`config.mk`:
```
export PLATFORM = sky130hd
export DESIGN_NAME = instr_fetch_ctrl
export DESIGN_NICKNAME = d
export VERILOG_FILES = /design/src/rtl/instr_fetch_ctrl.sv
export SDC_FILE = /design/constraint.sdc
export NUM_CORES = 1
export LEC_CHECK = 0
export ABC_AREA = 1
export BUFFER_PORTS_ARGS = -buffer_cell sky130_fd_sc_hd__buf_2
export CAP_MARGIN = 30
export CORE_MARGIN = 10
export CORE_UTILIZATION = 55
export CTS_CLUSTER_SIZE = 12
export DETAILED_ROUTE_END_ITERATION = 8
export PLACE_DENSITY = 0.77
export SETUP_SLACK_MARGIN = 0.5
export SLEW_MARGIN = 10
export SYNTH_ARGS = -nofsm -noshare
export SYNTH_HDL_FRONTEND = slang
export SYNTH_SLANG_ARGS = --single-unit
```
`constraint.sdc`:
```
create_clock -name clk -period 5.8 [get_ports clk]
set_input_delay 0.58 -clock clk [delete_from_list [all_inputs] [get_ports clk]]
set_output_delay 0.58 -clock clk [all_outputs]
set_load 0.01 [all_outputs]
```
`src/rtl/instr_fetch_ctrl.sv`:
```
// Fetch sequencer: owns the fetch PC, drives the instruction ROM and buffers words in a prefetch FIFO.
// Optional build macro IFETCH_PERF_CNT_EN adds saturating fetch/flush performance counters.
module instr_fetch_ctrl #(
    parameter int                  PC_WIDTH   = 16,
    parameter int                  DATA_WIDTH = 16,
    parameter int                  FIFO_DEPTH = 4,
    parameter logic [PC_WIDTH-1:0] RESET_PC   = '0
) (
    input  logic                  clk,
    input  logic                  rst,
    input  logic                  fetch_en,
    output logic [PC_WIDTH-1:0]   mem_pc,
    input  logic [DATA_WIDTH-1:0] mem_instr,
    input  logic                  redirect_valid,
    input  logic [PC_WIDTH-1:0]   redirect_pc,
    output logic                  instr_valid,
    input  logic                  instr_ready,
    output logic [DATA_WIDTH-1:0] instr,
    output logic [PC_WIDTH-1:0]   instr_pc,
    output logic                  fifo_full,
`ifdef IFETCH_PERF_CNT_EN
    output logic [31:0]           perf_fetch_cnt,
    output logic [31:0]           perf_flush_cnt,
`endif
    output logic                  dbg_state
);

    localparam int AW = $clog2(FIFO_DEPTH);
    localparam int CW = AW + 1;
    localparam logic [CW-1:0] DEPTH_C = CW'(FIFO_DEPTH);

    typedef enum logic {
        ST_HALT = 1'b0,
        ST_RUN  = 1'b1
    } state_e;

    state_e                state_q;
    logic [PC_WIDTH-1:0]   pc_q, pc_d;
    logic [AW-1:0]         rd_q, rd_d;
    logic [AW-1:0]         wr_q, wr_d;
    logic [CW-1:0]         count_q, count_d;
    logic [DATA_WIDTH-1:0] instr_mem_q [FIFO_DEPTH];
    logic [PC_WIDTH-1:0]   pc_mem_q    [FIFO_DEPTH];
    logic                  push, pop;

    // Handshake: an entry moves to decode on any cycle where instr_valid and instr_ready are both high.
    assign pop  = instr_valid && instr_ready;
    assign push = (state_q == ST_RUN) && fetch_en && !redirect_valid
                  && ((count_q < DEPTH_C) || pop);

    always_comb begin
        pc_d    = pc_q;
        rd_d    = rd_q;
        wr_d    = wr_q;
        count_d = count_q;
        if (redirect_valid) begin
            // Targets are halfword aligned; bit 0 of the request is dropped.
            pc_d    = redirect_pc & {{(PC_WIDTH-1){1'b1}}, 1'b0};
            rd_d    = '0;
            wr_d    = '0;
            count_d = '0;
        end else begin
            if (push) begin
                pc_d = pc_q + PC_WIDTH'(2);
                wr_d = wr_q + AW'(1);
            end
            if (pop) begin
                rd_d = rd_q + AW'(1);
            end
            if (push && !pop) begin
                count_d = count_q + CW'(1);
            end else if (!push && pop) begin
                count_d = count_q - CW'(1);
            end
        end
    end

    always_ff @(posedge clk) begin
        if (rst) begin
            state_q <= fetch_en ? ST_RUN : ST_HALT;
            pc_q    <= RESET_PC;
            rd_q    <= '0;
            wr_q    <= '0;
            count_q <= '0;
        end else begin
            case (state_q)
                ST_RUN:  if (!fetch_en) state_q <= ST_HALT;
                ST_HALT: if (fetch_en)  state_q <= ST_RUN;
                default: state_q <= ST_HALT;
            endcase
            pc_q    <= pc_d;
            rd_q    <= rd_d;
            wr_q    <= wr_d;
            count_q <= count_d;
        end
    end

    // Storage carries no reset; count_q alone decides which entries are live.
    always_ff @(posedge clk) begin
        if (push && !rst) begin
            instr_mem_q[wr_q] <= mem_instr;
            pc_mem_q[wr_q]    <= pc_q;
        end
    end

`ifdef IFETCH_PERF_CNT_EN
    logic [31:0] perf_fetch_q, perf_flush_q;

    always_ff @(posedge clk) begin
        if (rst) begin
            perf_fetch_q <= '0;
            perf_flush_q <= '0;
        end else begin
            if (push && (perf_fetch_q != '1)) perf_fetch_q <= perf_fetch_q + 32'd1;
            if (redirect_valid && (perf_flush_q != '1)) perf_flush_q <= perf_flush_q + 32'd1;
        end
    end

    assign perf_fetch_cnt = perf_fetch_q;
    assign perf_flush_cnt = perf_flush_q;
`endif

    assign mem_pc      = pc_q;
    assign instr_valid = (count_q != '0);
    assign fifo_full   = (count_q == DEPTH_C);
    assign instr       = instr_mem_q[rd_q];
    assign instr_pc    = pc_mem_q[rd_q];
    assign dbg_state   = state_q;

endmodule
```
[Yosys cells after proc, flatten, opt, wreduce, memory -nomap -nowiden]
Memory sizes are Yosys's and may differ from the RTL's. A register that Yosys moved wholly into a read port is not among the register bits.
Index checks and enable logic that the tools add are counted.
Operators by class
  add/sub/neg operators: 5
  $lt $le $gt $ge: 1
  equality and inequality tests: 1
  muxes and demuxes: 11
  reduce and logical (&&, ||, !) cells: 16
Operators with widths (number)
  two-way mux 16 bit: 2
  adder 16 x 2 -> 16 bit, second input constant: 1
  two-way mux 2 bit: 4
  logical AND 1 bit: 7
  two-way mux 3 bit: 2
  adder 2 x 1 -> 2 bit, second input constant: 2
  logical NOT 1 bit: 4
  nonzero test 2 bit: 2
  adder 3 x 1 -> 3 bit, second input constant: 1
  equality test 3 bit, second input constant: 1
  less-than comparator 3 bit, second input constant: 1
  two-way mux 1 bit: 3
  nonzero test 3 bit: 1
  subtractor 3 x 1 -> 3 bit, second input constant: 1
  OR reduction 2 bit: 1
  logical OR 1 bit: 1
Storage, ports and cells
  register bits after elaboration: 24
  bits in writable memories: 128
  input bits: 37
  output and inout bits: 51
  logic and storage cells: 42
  memories: 2
Memory list
  instr_mem_q: words 4, width 16, rd ports 1, clocked after memory_dff 1, write ports 1, line 42  | logic [DATA_WIDTH-1:0] instr_mem_q [FIFO_DEPTH];
  pc_mem_q: words 4, width 16, rd ports 1, clocked after memory_dff 1, write ports 1, line 43  | logic [PC_WIDTH-1:0] pc_mem_q [FIFO_DEPTH];

[Longest topological paths before layout]
  word-level depth: 8
  mapped depth: 11
  mapped depth without buffers: 11

[Least setup slack after synthesis]
Ideal clock, no wire load.
  kind: input to register
  start: in redirect_valid
  end: mem instr_mem_q[0][0] (enable)
  setup time: 0.419 ns
  arrival time: 2.492 ns
  data required time: 5.381 ns
  path slack: 2.889 ns
  cell stages on the path: 6
  buffers on the path: 1
  path through: buf_4 -> nor2_4 -> inv_1 -> nor2_4 -> inv_1 -> nor2_1
Between the ends
  longest elaborated chain between the ends: 6
RTL lines
  start, declared: line 14  | input logic redirect_valid,
  logical NOT 1 bit: line 48  | assign push = (state_q == ST_RUN) && fetch_en && !redirect_valid
  logical AND 1 bit: line 48
  logical AND 1 bit: line 49  | && ((count_q < DEPTH_C) || pop);
  logical AND 1 bit: line 100  | if (push && !rst) begin
  two-way mux 1 bit: line 100
  two-way mux 1 bit (not written as such): line 101  | instr_mem_q[wr_q] <= mem_instr;
  end, declared: line 42
Every way passes these cells.

==> impl_metrics.csv <==
group,metric,value,unit
grt,use_met1,20.3,%
floorplanning,num_io_pins,88,
grt,antenna_found_initial,0,
pwr,power_density,324,nW/µm²
logic_synthesis,synth.avg_cell_area,11.4,µm²
grt,grtUsageMet2,29.2,%
finish,nets,663,
grt,grt_pass1_vias,4320,
pwr,p_switching,0.503,mW
clock_network,cts_root_buf,"clkbuf_8",
setup_path,cp.arrival,3.07,ns
route,drc,0,
placement,dp_hpwl,8470,µm
clock_network,cts_tree,"yes",
grt,grt_use_met3,6.04,%
timing,clock_skew,0.00879,ns
run,drv_cap,0,
timing,slew-limit-headroom,37.6,%
floorplanning,die_area,15600,µm²
pwr,power.leakage,2.77,nW
pwr,p_int,1.86,mW
timing,setup_tns,0,ns
logic_synthesis,synth_cells,532,
clock_network,cts_hold_buf,0,
floorplanning,core_area,10800,µm²
placement,place_congestion,0.837,
logic_synthesis,syn-cell-area,6060,µm²
clock_network,ctsResizeCount,0,
timing,fin_crit,3.65,ns
setup_path,crit_type,"flop to primary output",
worst_hold_path,hold_path.class,"input port to flop",
clock_network,cts_buffers,17,
setup_path,rrSetupSlack,3.68,ns
route,route.vias.total,4238,
timing,fmaxAchievable,0.274,GHz
clock_network,cts_setup_buffers,0,
floorplanning,num_rows,38,
logic_synthesis,yosysWarnings,0,
pwr,max-vdd-ir-drop,173,µV
clock_network,clkLatencyLatePin,0.52,ns
clock_network,clk_path_buf_depth,2,
finish,drive_above_1_share,22.3,%
placement,buffer_ports.inserted,84,
route,drt-pass1-iter-count,6,
route,drt-initial-drc-count,344,
logic_synthesis,synth_seq_cells,149,
floorplanning,dieHeight,125,µm
route,wl_per_cell,17.4,µm
setup_path,crit_path_end_kind,"primary output",
timing,setup_viol,0,
pwr,power_frac_seq,50.6,%
timing,tightest_slew,0.935,ns
logic_synthesis,ys_types,29,
logic_synthesis,synth-seq-area-share,69.7,%
route,routed_wl,13500,µm
route,vias_per_cell,5.49,
timing,period_share,62.9,%
route,ant_nets,0,
floorplanning,die_w,125,µm
finish,antenna_cells,0,
grt,overflow,0,
pwr,power_frac_comb,4.9,%
pwr,p_clk_share,44.5,%
setup_path,critPathRequiredTime,5.22,ns
clock_network,h-tree-depth,4,
timing,grt_setup_unrepaired,"no",
pwr,switching_share,21.3,%
grt,grt_start_max_net_pins,64,
setup_path,crit_fanout,63,
timing,hold_violations,0,
grt,grtUsageTotal,17.2,%
setup_path,critPathLaunchType,"flop",
finish,area_growth,20.5,%
finish,nFillCells,772,
clock_network,clk_pin_slew_worst_paths,0.06,ns
status,status,"complete, no violations",
floorplanning,floorplan.initialDensity,56.1,%
grt,grt-busiest-layer,"met2",
grt,grt_pass1_wl,21500,µm
timing,drv_slew,0,
pwr,p_total,2.36,mW
clock_network,cts_sinks,149,
[metrics by stage]
step	utilization, %	setup WS [ns]	hold slack (ns)	std cells	cell area, µm²
after detailed placement	62.2	2.69	0.476	740	6710
after CTS	67.6	2.12	0.169	772	7300
after global placement	61.2	2.82	0.448	736	6600
after floorplan	-	2.89	0.433	533	6060
final	67.6	2.15	0.198	772	7300
after global routing	67.6	1.87	0.170	772	7300
[logic make-up (layout without fill, tap and decap cells)]
| logic type | count (synthesis) | count (layout) | synth area share, % |
|---|---|---|---|
| compound gates | 133 | 133 | 11.9 |
| xor+xnor | 1 | 1 | 0.145 |
| fa+ha+maj | 7 | 7 | 1.57 |
| buf+inv | 63 | 162 | 4.21 |
| flops | 149 | 149 | 69.7 |
| other cells | 1 | 2 | 0.0619 |
| simple gates | 178 | 178 | 12.4 |
[power groups by stage]
| stage | clock network, mW | registers (mW) | logic [mW] |
|---|---|---|---|
| 5_1_grt | 1.12 | 1.20 | 0.130 |
| 2_1_floorplan | 0 | 1.21 | 0.0626 |
| 4_1_cts | 1.06 | 1.19 | 0.117 |
| 6_report | 1.05 | 1.19 | 0.116 |
| 3_5_place_dp | 0 | 1.22 | 0.116 |
| 3_3_place_gp | 0 | 1.21 | 0.109 |
[synthesized netlist by cell type]
| library cell | count | share of area [%] |
|---|---|---|
| nor2_4 | 3 | 0.56 |
| nor2_2 | 2 | 0.21 |
| clkbuf_1 | 15 | 0.93 |
| conb_1 | 1 | 0.062 |
| clkbuf_2 | 1 | 0.083 |
| nor3_1 | 4 | 0.33 |
| a21oi_1 | 18 | 1.5 |
| inv_2 | 2 | 0.12 |
| xor2_1 | 1 | 0.14 |
| nand4_1 | 4 | 0.41 |
| nand2_1 | 63 | 3.9 |
| ha_1 | 6 | 1.2 |
| o21ai_0 | 78 | 6.4 |
| buf_2 | 5 | 0.41 |
| buf_4 | 3 | 0.37 |
| a31oi_1 | 2 | 0.21 |
| o21ai_1 | 2 | 0.17 |
| a211oi_1 | 1 | 0.12 |
| edfxtp_1 | 124 | 61 |
| nand2_2 | 5 | 0.52 |
| nor2_1 | 78 | 4.8 |
| inv_1 | 36 | 2.2 |
| dfxtp_1 | 25 | 8.3 |
| clkinv_1 | 1 | 0.062 |
| a21oi_4 | 1 | 0.27 |
| o22ai_1 | 31 | 3.2 |
| nand3b_1 | 1 | 0.12 |
| fa_1 | 1 | 0.33 |
| nand3_1 | 18 | 1.5 |
[sequential cells by signal, summed over array words and instances, names as in the netlist, named ones only]
name and count:
pc_mem_q 60, rd_q 2, mem_pc 15, dbg_state 1
wr_q 2, count_q 3, instr_mem_q 64
[placed cells by master (no fill, tap or decap), types with 2 or more instances in the layout]
| cell type | Yosys | final |
|---|---|---|
| edfxtp_1 | 124 | 124 |
| buf_2 | 5 | 84 |
| o21ai_0 | 78 | 78 |
| nor2_1 | 78 | 74 |
| nand2_1 | 63 | 63 |
| inv_1 | 36 | 36 |
| o22ai_1 | 31 | 31 |
| dfxtp_1 | 25 | 24 |
| nand3_1 | 18 | 18 |
| a21oi_1 | 18 | 18 |
| clkbuf_16 | 0 | 17 |
| nor2_4 | 3 | 7 |
| ha_1 | 6 | 6 |
| nand2_2 | 5 | 5 |
| clkbuf_8 | 0 | 5 |
| nor3_1 | 4 | 4 |
| nand4_1 | 4 | 4 |
| buf_16 | 0 | 4 |
| inv_4 | 0 | 3 |
| clkinv_2 | 0 | 3 |
| buf_4 | 3 | 3 |
| inv_2 | 2 | 2 |
| o21ai_1 | 2 | 2 |
| nor2_2 | 2 | 2 |
| a31oi_1 | 2 | 2 |
| conb_1 | 1 | 2 |
| clkinv_4 | 0 | 2 |
[final cells by class]
| cell class | count | area (µm²) | area share, % |
|---|---|---|---|
| sequential | 149 | 4230 | 57.9 |
| multi-input combinational | 321 | 1610 | 22.1 |
| timing repair buffer | 91 | 553 | 7.58 |
| clock buffer | 22 | 494 | 6.77 |
| tap | 140 | 175 | 2.40 |
| inverter | 39 | 146 | 2.01 |
| clock inverter | 10 | 90.1 | 1.23 |
[path summary, 6_finish.rpt]
kind / depth (start not counted) / to / startpoint
hold reg to reg: 2 / rd_q[1] / rd_q[1]
hold / removal: 1 / dbg_state / fetch_en
setup reg to reg: 11 / count_q[2] / dbg_state
setup / recovery: 6 / instr_pc[3] / flop
[worst max-delay path, cell delays in order, from the launching register on]
cell and delay [ns]:
dfxtp_2 0.32, buf_4 0.50, clkinv_1 0.69, buf_4 0.48, o21ai_0 0.24, o22ai_1 0.14, buf_2 0.16
[layer usage]
metal / vias to the layer above / wire length (µm) / part of all wire, %
li1: 2052 / - / -
met1: 2021 / 5670 / 42
met2: 148 / 6750 / 50
met3: 17 / 891 / 6.6
met4: 0 / 158 / 1.2
met5: - / 0 / 0
No activity file was read; power rests on OpenSTA's default activity.
